$ cat src/rtl/spi_target_if.sv
// Decoupled valid/ready byte channel between the SPI target and the CPU side.
interface spi_target_if #(
  parameter int W = 8
);
  logic         valid;
  logic         ready;
  logic [W-1:0] bits;

  modport master (output valid, output bits, input ready);
  modport slave  (input valid, input bits, output ready);
endinterface

$ cat src/rtl/spi_target.sv
// SPI target endpoint: oversampled SCLK/CS_n/MOSI, modes 0-3,
// one-entry TX buffer and a single RX holding register.
module spi_target #(
  parameter logic [7:0]  FillByte   = 8'hFF,
  parameter int unsigned SyncStages = 2
) (
  input  logic         i_clk,
  input  logic         i_rst,
  input  logic         i_sclk,
  input  logic         i_cs_n,
  input  logic         i_mosi,
  output logic         o_miso,
  output logic         o_miso_oe,
  input  logic [1:0]   i_spi_mode,
  spi_target_if.slave  if_txd,
  spi_target_if.master if_rxd,
  output logic         o_underrun,
  output logic         o_overrun,
  output logic         o_busy
);

  typedef enum logic {IDLE, ACTIVE} state_t;

  logic [SyncStages-1:0] sclk_sq, cs_sq, mosi_sq;
  logic sclk_prev_q, cs_prev_q;
  logic sclk_s, cs_s, mosi_s;

  always_ff @(posedge i_clk) begin
    if (!i_rst) begin
      sclk_sq     <= '0;
      cs_sq       <= '1;
      mosi_sq     <= '0;
      sclk_prev_q <= 1'b0;
      cs_prev_q   <= 1'b1;
    end else begin
      sclk_sq     <= {sclk_sq[SyncStages-2:0], i_sclk};
      cs_sq       <= {cs_sq[SyncStages-2:0], i_cs_n};
      mosi_sq     <= {mosi_sq[SyncStages-2:0], i_mosi};
      sclk_prev_q <= sclk_s;
      cs_prev_q   <= cs_s;
    end
  end

  assign sclk_s = sclk_sq[SyncStages-1];
  assign cs_s   = cs_sq[SyncStages-1];
  assign mosi_s = mosi_sq[SyncStages-1];

  state_t     state_q, state_d;
  logic       cpol_q, cpol_d;
  logic       cpha_q, cpha_d;
  logic [7:0] tx_q, tx_d;
  logic [7:0] rx_q, rx_d;
  logic [2:0] cnt_q, cnt_d;
  logic       first_q, first_d;
  logic       pend_q, pend_d;
  logic [7:0] txb_q, txb_d;
  logic       txb_vld_q, txb_vld_d;
  logic [7:0] rxb_q, rxb_d;
  logic       rxb_vld_q, rxb_vld_d;
  logic       unr_q, unr_d;
  logic       ovr_q, ovr_d;

  logic       cs_fall, cs_rise;
  logic       lead_e, trail_e;
  logic       samp_e, shift_e;
  logic       load;
  logic [7:0] rx_nxt;

  assign cs_fall = cs_prev_q && !cs_s;
  assign cs_rise = !cs_prev_q && cs_s;
  assign lead_e  = (sclk_s ^ sclk_prev_q) && (sclk_s != cpol_q);
  assign trail_e = (sclk_s ^ sclk_prev_q) && (sclk_s == cpol_q);
  assign samp_e  = cpha_q ? trail_e : lead_e;
  assign shift_e = cpha_q ? lead_e : trail_e;
  assign rx_nxt  = {rx_q[6:0], mosi_s};

  always_comb begin
    state_d   = state_q;
    cpol_d    = cpol_q;
    cpha_d    = cpha_q;
    tx_d      = tx_q;
    rx_d      = rx_q;
    cnt_d     = cnt_q;
    first_d   = first_q;
    pend_d    = pend_q;
    txb_d     = txb_q;
    txb_vld_d = txb_vld_q;
    rxb_d     = rxb_q;
    rxb_vld_d = rxb_vld_q;
    unr_d     = 1'b0;
    ovr_d     = 1'b0;
    load      = 1'b0;

    if (if_txd.valid && !txb_vld_q) begin
      txb_d     = if_txd.bits;
      txb_vld_d = 1'b1;
    end
    if (rxb_vld_q && if_rxd.ready) begin
      rxb_vld_d = 1'b0;
    end

    unique case (state_q)
      IDLE: begin
        cnt_d  = '0;
        pend_d = 1'b0;
        if (cs_fall) begin
          cpol_d  = i_spi_mode[1];
          cpha_d  = i_spi_mode[0];
          first_d = 1'b1;
          load    = 1'b1;
          state_d = ACTIVE;
        end
      end
      ACTIVE: begin
        if (cs_rise) begin
          state_d = IDLE;
          cnt_d   = '0;
          pend_d  = 1'b0;
          first_d = 1'b0;
        end else if (samp_e) begin
          rx_d  = rx_nxt;
          cnt_d = cnt_q + 3'd1;
          if (cnt_q == 3'd7) begin
            pend_d = 1'b1;
            // a byte completing as the old one is consumed still lands
            if (!rxb_vld_q || if_rxd.ready) begin
              rxb_d     = rx_nxt;
              rxb_vld_d = 1'b1;
            end else begin
              ovr_d = 1'b1;
            end
          end
        end else if (shift_e) begin
          first_d = 1'b0;
          if (!(first_q && cpha_q)) begin
            if (pend_q) begin
              load   = 1'b1;
              pend_d = 1'b0;
            end else begin
              tx_d = {tx_q[6:0], 1'b0};
            end
          end
        end
      end
      default: state_d = IDLE;
    endcase

    if (load) begin
      if (txb_vld_q) begin
        tx_d      = txb_q;
        txb_vld_d = 1'b0;
      end else begin
        tx_d  = FillByte;
        unr_d = 1'b1;
      end
    end
  end

  always_ff @(posedge i_clk) begin
    if (!i_rst) begin
      state_q   <= IDLE;
      cpol_q    <= 1'b0;
      cpha_q    <= 1'b0;
      tx_q      <= '0;
      rx_q      <= '0;
      cnt_q     <= '0;
      first_q   <= 1'b0;
      pend_q    <= 1'b0;
      txb_q     <= '0;
      txb_vld_q <= 1'b0;
      rxb_q     <= '0;
      rxb_vld_q <= 1'b0;
      unr_q     <= 1'b0;
      ovr_q     <= 1'b0;
    end else begin
      state_q   <= state_d;
      cpol_q    <= cpol_d;
      cpha_q    <= cpha_d;
      tx_q      <= tx_d;
      rx_q      <= rx_d;
      cnt_q     <= cnt_d;
      first_q   <= first_d;
      pend_q    <= pend_d;
      txb_q     <= txb_d;
      txb_vld_q <= txb_vld_d;
      rxb_q     <= rxb_d;
      rxb_vld_q <= rxb_vld_d;
      unr_q     <= unr_d;
      ovr_q     <= ovr_d;
    end
  end

  assign o_miso       = tx_q[7];
  assign o_miso_oe    = (state_q == ACTIVE);
  assign o_busy       = (state_q == ACTIVE);
  assign o_underrun   = unr_q;
  assign o_overrun    = ovr_q;
  assign if_txd.ready = !txb_vld_q;
  assign if_rxd.valid = rxb_vld_q;
  assign if_rxd.bits  = rxb_q;

endmodule

$ cat src/flat_wrapper.sv
// flat-port wrapper written by rule: the top's interface ports become plain ports
module spi_target_flat 
#(
  parameter logic [7:0]  FillByte   = 8'hFF,
  parameter int unsigned SyncStages = 2
)
  (i_clk, i_rst, i_sclk, i_cs_n, i_mosi, o_miso, o_miso_oe, i_spi_mode, o_underrun, o_overrun, o_busy, if_txd_valid, if_txd_bits, if_txd_ready, if_rxd_valid, if_rxd_bits, if_rxd_ready);
  spi_target_if if_txd_i ();
  spi_target_if if_rxd_i ();
  input  logic i_clk;
  input  logic i_rst;
  input  logic i_sclk;
  input  logic i_cs_n;
  input  logic i_mosi;
  output logic o_miso;
  output logic o_miso_oe;
  input  logic [1:0] i_spi_mode;
  output logic o_underrun;
  output logic o_overrun;
  output logic o_busy;
  input wire logic [$bits(if_txd_i.valid)-1:0] if_txd_valid;
  input wire logic [$bits(if_txd_i.bits)-1:0] if_txd_bits;
  output wire logic [$bits(if_txd_i.ready)-1:0] if_txd_ready;
  output wire logic [$bits(if_rxd_i.valid)-1:0] if_rxd_valid;
  output wire logic [$bits(if_rxd_i.bits)-1:0] if_rxd_bits;
  input wire logic [$bits(if_rxd_i.ready)-1:0] if_rxd_ready;
  assign if_txd_i.valid = if_txd_valid;
  assign if_txd_i.bits = if_txd_bits;
  assign if_txd_ready = if_txd_i.ready;
  assign if_rxd_valid = if_rxd_i.valid;
  assign if_rxd_bits = if_rxd_i.bits;
  assign if_rxd_i.ready = if_rxd_ready;
  spi_target #(.FillByte(FillByte), .SyncStages(SyncStages)) u_core (.i_clk(i_clk), .i_rst(i_rst), .i_sclk(i_sclk), .i_cs_n(i_cs_n), .i_mosi(i_mosi), .o_miso(o_miso), .o_miso_oe(o_miso_oe), .i_spi_mode(i_spi_mode), .if_txd(if_txd_i), .if_rxd(if_rxd_i), .o_underrun(o_underrun), .o_overrun(o_overrun), .o_busy(o_busy));
endmodule
$ cat config.mk
export PLATFORM = sky130hd
export DESIGN_NAME = spi_target_flat
export DESIGN_NICKNAME = d
export VERILOG_FILES = /design/src/rtl/spi_target_if.sv /design/src/rtl/spi_target.sv /design/src/flat_wrapper.sv
export SDC_FILE = /design/constraint.sdc
export NUM_CORES = 1
export LEC_CHECK = 0
export ABC_AREA = 1
export CELL_PAD_IN_SITES_DETAIL_PLACEMENT = 1
export CELL_PAD_IN_SITES_GLOBAL_PLACEMENT = 1
export CORE_MARGIN = 1
export CORE_UTILIZATION = 35
export CTS_BUF_LIST = sky130_fd_sc_hd__clkbuf_8 sky130_fd_sc_hd__clkbuf_16
export CTS_CLUSTER_DIAMETER = 60
export CTS_CLUSTER_SIZE = 30
export DETAILED_ROUTE_END_ITERATION = 8
export DONT_BUFFER_PORTS = 1
export PLACE_DENSITY = 0.67
export SYNTH_ARGS = -nofsm -noshare
export SYNTH_HDL_FRONTEND = slang
export SYNTH_SLANG_ARGS = --single-unit
$ cat constraint.sdc
create_clock -name i_clk -period 1.4 [get_ports i_clk]
set_input_delay 0.14 -clock i_clk [delete_from_list [all_inputs] [get_ports i_clk]]
set_output_delay 0.14 -clock i_clk [all_outputs]
set_load 0.005 [all_outputs]
== Yosys cells after proc, flatten, opt, wreduce, memory -nomap -nowiden ==
Cells that the tools add are included.
Operators by class
  add/sub/neg operators: 1
  equality and inequality tests: 14
  mux-type cells: 44
  bitwise logic cells: 6
  reduce and logical (&&, ||, !) cells: 22
Operator list (number)
  $mux W8: 8
  $mux W1: 29
  $ne A4 B4 Y1 const B: 3
  $ne A3 B3 Y1 const B: 3
  $reduce_and A3 Y1: 3
  $pmux W1 S2: 4
  $logic_and A1 B1 Y1: 7
  $mux W3: 2
  $ne A2 B2 Y1 const B: 3
  $pmux W3 S2: 1
  $reduce_and A6 Y1: 1
  $not A1 Y1: 5
  $reduce_and A5 Y1: 1
  $reduce_or A5 Y1: 1
  $logic_not A1 Y1: 4
  $ne A2 B1 Y1 const B: 2
  $reduce_and A2 Y1: 2
  $reduce_bool A2 Y1: 2
  $add A3 B1 Y3 const B: 1
  $eq A3 B3 Y1 const B: 1
  $eq A1 B1 Y1: 1
  $logic_or A1 B1 Y1: 1
  $ne A1 B1 Y1: 1
  $xor A1 B1 Y1: 1
Storage, ports and cells
  register bits after elaboration: 51
  bits of input ports: 17

== Depth between registers and ports, before layout ==
  depth after elaboration: 9
  mapped depth: 12
  gate-level depth less buffers: 11

== Worst setup path before layout ==
OpenSTA, ideal clock, no wires.
  path kind: flip-flop to flip-flop
  start: register u_core.cs_sq[1]
  end: register u_core.tx_q[2]
  library setup time: 0.113 ns
  arrival: 1.228 ns
  required time: 1.287 ns
  setup slack: 0.060 ns
  stages on the path, launching flop included: 11
  buffers on the path: 1
  cells stage by stage: dfxtp_1 inv_2 o21ai_1 nor2_2 nand2_4 nand3_2 nand2_4 buf_12 nand2_2 nand2_1 nor2_1
Between the ends
  word-level cells in the longest chain between the ends: 6
  elaborated cells on any way between the ends: 14
Ends and longest elaborated chain
  from (decl): line spi_target.sv:24  | logic [SyncStages-1:0] sclk_sq, cs_sq, mosi_sq;
  from (signal assigned): line spi_target.sv:37  | cs_sq <= {cs_sq[SyncStages-2:0], i_cs_n};
  $logic_not A1 Y1: line spi_target.sv:69  | assign cs_fall = cs_prev_q && !cs_s;
  $logic_and A1 B1 Y1: line spi_target.sv:69
  $mux W1: line spi_target.sv:106  | if (cs_fall) begin
  $pmux W1 S2: line spi_target.sv:102  | unique case (state_q)
  $ne A2 B2 Y1 (no line), or another cell as far along
  $reduce_and A6 Y1 (no line)
  to (signal assigned): line spi_target.sv:179  | tx_q <= tx_d;
  to (decl): line spi_target.sv:51  | logic [7:0] tx_q, tx_d;
Parallel ways exist; a longest one is shown, timed or not.
A chain may end at the register's enable or synchronous reset.

== Worst setup path in the final report ==
  start: register u_core.sclk_sq[1]
  end: register u_core.tx_q[4]
Between the ends
  word-level cells in the longest chain between the ends: 9
  elaborated cells on any way between the ends: 19
Ends and longest elaborated chain
  from (decl): line spi_target.sv:24
  from (signal assigned): line spi_target.sv:36  | sclk_sq <= {sclk_sq[SyncStages-2:0], i_sclk};
  $xor A1 B1 Y1, or another cell as far along: line spi_target.sv:71, spi_target.sv:72
  $logic_and A1 B1 Y1 (on tied branches): line spi_target.sv:72, spi_target.sv:71
  $mux W1: line spi_target.sv:74  | assign shift_e = cpha_q ? lead_e : trail_e;
  $mux W1: line spi_target.sv:133  | end else if (shift_e) begin
  $mux W1: line spi_target.sv:120  | end else if (samp_e) begin
  $mux W1: line spi_target.sv:115  | if (cs_rise) begin
  $pmux W1 S2: line spi_target.sv:102
  $ne A2 B2 Y1 (no line), or another cell as far along
  $reduce_and A6 Y1 (no line)
Parallel ways exist; a longest one is shown, timed or not.

==> metrics <==
number of I/O pins=32; CTS root buffer=clkbuf_8; post-route setup slack=0.000278 ns; Antenna Nets Post-Route=0; worst hold slack=0.0100 ns; Layout Skew=0.00451 ns; CTS tree=built; WHS Path Cells=2; starting density of the core=36.3%; Pins Over Slew Limit=0; ys async rst share=0%; Num CTS Buffers=5; hold path startpoint=if_txd_bits[6]; count leader, synth=nand2_1; vias=1875; Fmax achieved=714 MHz; Mapped Area=2160 um2; DRT iter0 DRCs=77; first-pass GRT wire length=8.53 mm; Clock Sinks=51; Total Power=2.75 mW; Avg WL per Cell=13.1 um; grt ovf=0; utilization after layout=44.7%; # diodes=0; CP required=1.61 ns; die width=80.6 um; layout cell share with drive strength beyond 1=23.3%; most common library cells after synthesis=nand2_1 (76), dfxtp_1 (51), inv_1 (30); synth unique cells=27; Area contributors post-synth=dfxtp_1 (47%), nand2_1 (13%), a21oi_1 (6.0%), inv_1 (5.2%), nand3_1 (4.9%); vias in the first global route=1862; Yosys top cell area share=47.2%; fin cells=393; Worst Hold End=u_core.txb_q[6]$_SDFFE_PN0P_; Critical Path Fanout Max=7; flop2flop setup slack=0.0003 ns; Max Buffers Root-to-Sink=2; layout net count=336; CP arrival=1.61 ns; Seq/Total Area, Yosys=47.2%; worst hold path class=in2reg; min Tclk post-route=1.40 ns; Slew headroom=46.1%; Core ar.=5960 um2; WS Path Type=reg2reg; Buffers on Ports=0; Placed Cells=373; status=complete, no violations; FF+latch count, synth=51; R2R Path End=u_core.tx_q[4]$_SDFFE_PN0P_; Syn Nets=310; gr usage total=17.3%; CP startpoint kind=flip-flop; dpl cell area=2330 um2; largest net degree at the start of global routing=26; GP Congestion=0.717; Finished Cell Area=2660 um2; Crit. End Element=flip-flop; RSZ-0062 raised after global routing=yes; Worst R2R Path Depth=11; clk_lat worst skew=0.31 ns; worst vdd ir=0.624 mV; Reg clk slew, reported paths=0.09 ns; Syn Area/Cell=7.44 um2; Final setup viols=0; synth warn=0; setup TNS=0 ns; Syn-to-layout area delta=22.9%; die height=80.6 um; Leakage=1.17 nW; PD cells=1030 nW/um2; initial antenna violation count=0; post-synth top area cell=dfxtp_1; Synth Flop Type=dfxtp_1; EDFF count, synth=0; Vias/cell=4.77; DRC Markers=0; Post-Place Setup Slack=-0.103 ns; final hold violations=0; cells after synthesis=291; die area=6500 um2; DRT Pass-1 Iters=4; post-detail-place hpwl=3.49 mm; H-tree Lvls=2; # rows=28; Worst-Margin Slew=0.808 ns; Post-Route WL=5.15 mm; reg2reg start=u_core.sclk_sq[1]$_SDFF_PN0_; ratio of final minimum period to clock period=100%; Max Cap Viol=0
-- worst max-delay path, stage by stage (launching register included) --
cell and delay (ns):
dfxtp_4 0.37, inv_4 0.07, nand2_4 0.05, nand2_4 0.09, nand3_2 0.10, nand2_4 0.09, nand2_4 0.07, buf_4 0.17
nand3_1 0.08, nand2_1 0.06, nor2_1 0.09, nor2_1 0.05
-- registers in the layout (all words and copies together) (netlist names) --
name / count
u_core.cpol_q: 1
u_core.txb_q: 8
u_core.tx_q: 8
u_core.o_underrun: 1
u_core.if_rxd.valid: 1
u_core.sclk_sq: 2
u_core.cnt_q: 3
u_core.first_q: 1
u_core.if_rxd.bits: 8
u_core.cpha_q: 1
u_core.pend_q: 1
u_core.sclk_prev_q: 1
u_core.cs_prev_q: 1
u_core.o_overrun: 1
u_core.mosi_sq: 2
u_core.txb_vld_q: 1
u_core.cs_sq: 2
u_core.o_busy: 1
u_core.rx_q: 7
-- where the power goes --
group          switching (mW)  total (mW)  internal [mW]  leakage [nW]
registers              0.0259        1.52           1.50         0.417
clock network           0.484       0.929          0.445        0.0557
logic                   0.174       0.295          0.121         0.693
-- how the worst max path moves through the flow --
| stage | from | end | slack, ns |
|---|---|---|---|
| after CTS | u_core.sclk_sq[1]$_SDFF_PN0_ | u_core.if_rxd.bits[2]$_SDFFE_PN0P_ | -0.009 |
| after global routing | u_core.cpol_q$_SDFFE_PN0P_ | u_core.if_rxd.bits[1]$_SDFFE_PN0P_ | -0.13 |
| after global placement | u_core.cpol_q$_SDFFE_PN0P_ | u_core.if_rxd.bits[5]$_SDFFE_PN0P_ | -0.01 |
| after detailed placement | u_core.sclk_sq[1]$_SDFF_PN0_ | u_core.if_rxd.bits[2]$_SDFFE_PN0P_ | -0.10 |
| after floorplan | u_core.cs_sq[1]$_SDFF_PN1_ | u_core.tx_q[2]$_SDFFE_PN0P_ | 0.06 |
| final | u_core.sclk_sq[1]$_SDFF_PN0_ | u_core.tx_q[4]$_SDFFE_PN0P_ | 0.0003 |
-- timing repair --
action / CTS / global route
buffers inserted: 0 / 2
hold endpoints to repair: 27 / 0
cloned: 0 / 1
gates resized for setup: 10 / 23
setup endpoints to repair: 19 / 37
hold buffers: 9 / 0
pin swaps: 0 / 3
-- layout by cell type (no fill, tap or decap), types with 8 or more instances in the layout --
cell / netlist / layout
nand2_1: 76 / 70
inv_1: 30 / 30
o21ai_0: 12 / 12
nand3_1: 21 / 18
nor2_1: 28 / 26
dlygate4sd3_1: 0 / 8
nand2_4: 4 / 8
buf_4: 2 / 20
a21oi_1: 26 / 22
dfxtp_1: 51 / 46
nand2_2: 7 / 9
-- layout make-up --
class / count / area (um2)
Clock buffer: 7 / 96.3
Fill cell: 765 / 3300
Tap cell: 75 / 93.8
Multi-Input combinational cell: 197 / 1060
Inverter: 32 / 123
Timing Repair Buffer: 30 / 254
Sequential cell: 51 / 1030
Clock inverter: 1 / 3.75
-- logic make-up (layout without fill, tap and decap cells) --
group	Yosys count	in the layout	synth area share, %
AO/OA/AOI/OAI	45	45	11.2
flip-flops	51	51	47.2
adder cells (fa/ha/maj)	2	2	1.16
AND/OR/NAND/NOR	149	150	31.7
buffers and inverters	44	70	8.84
-- layer usage --
layer	wire length (um)	up-vias	track usage [%]
li1	-	974	-
met1	2430	880	21.9
met2	2500	16	28.7
met3	148	5	4.32
met4	71	0	5.36
met5	0	-	0
(Power assumes the default switching activity.)
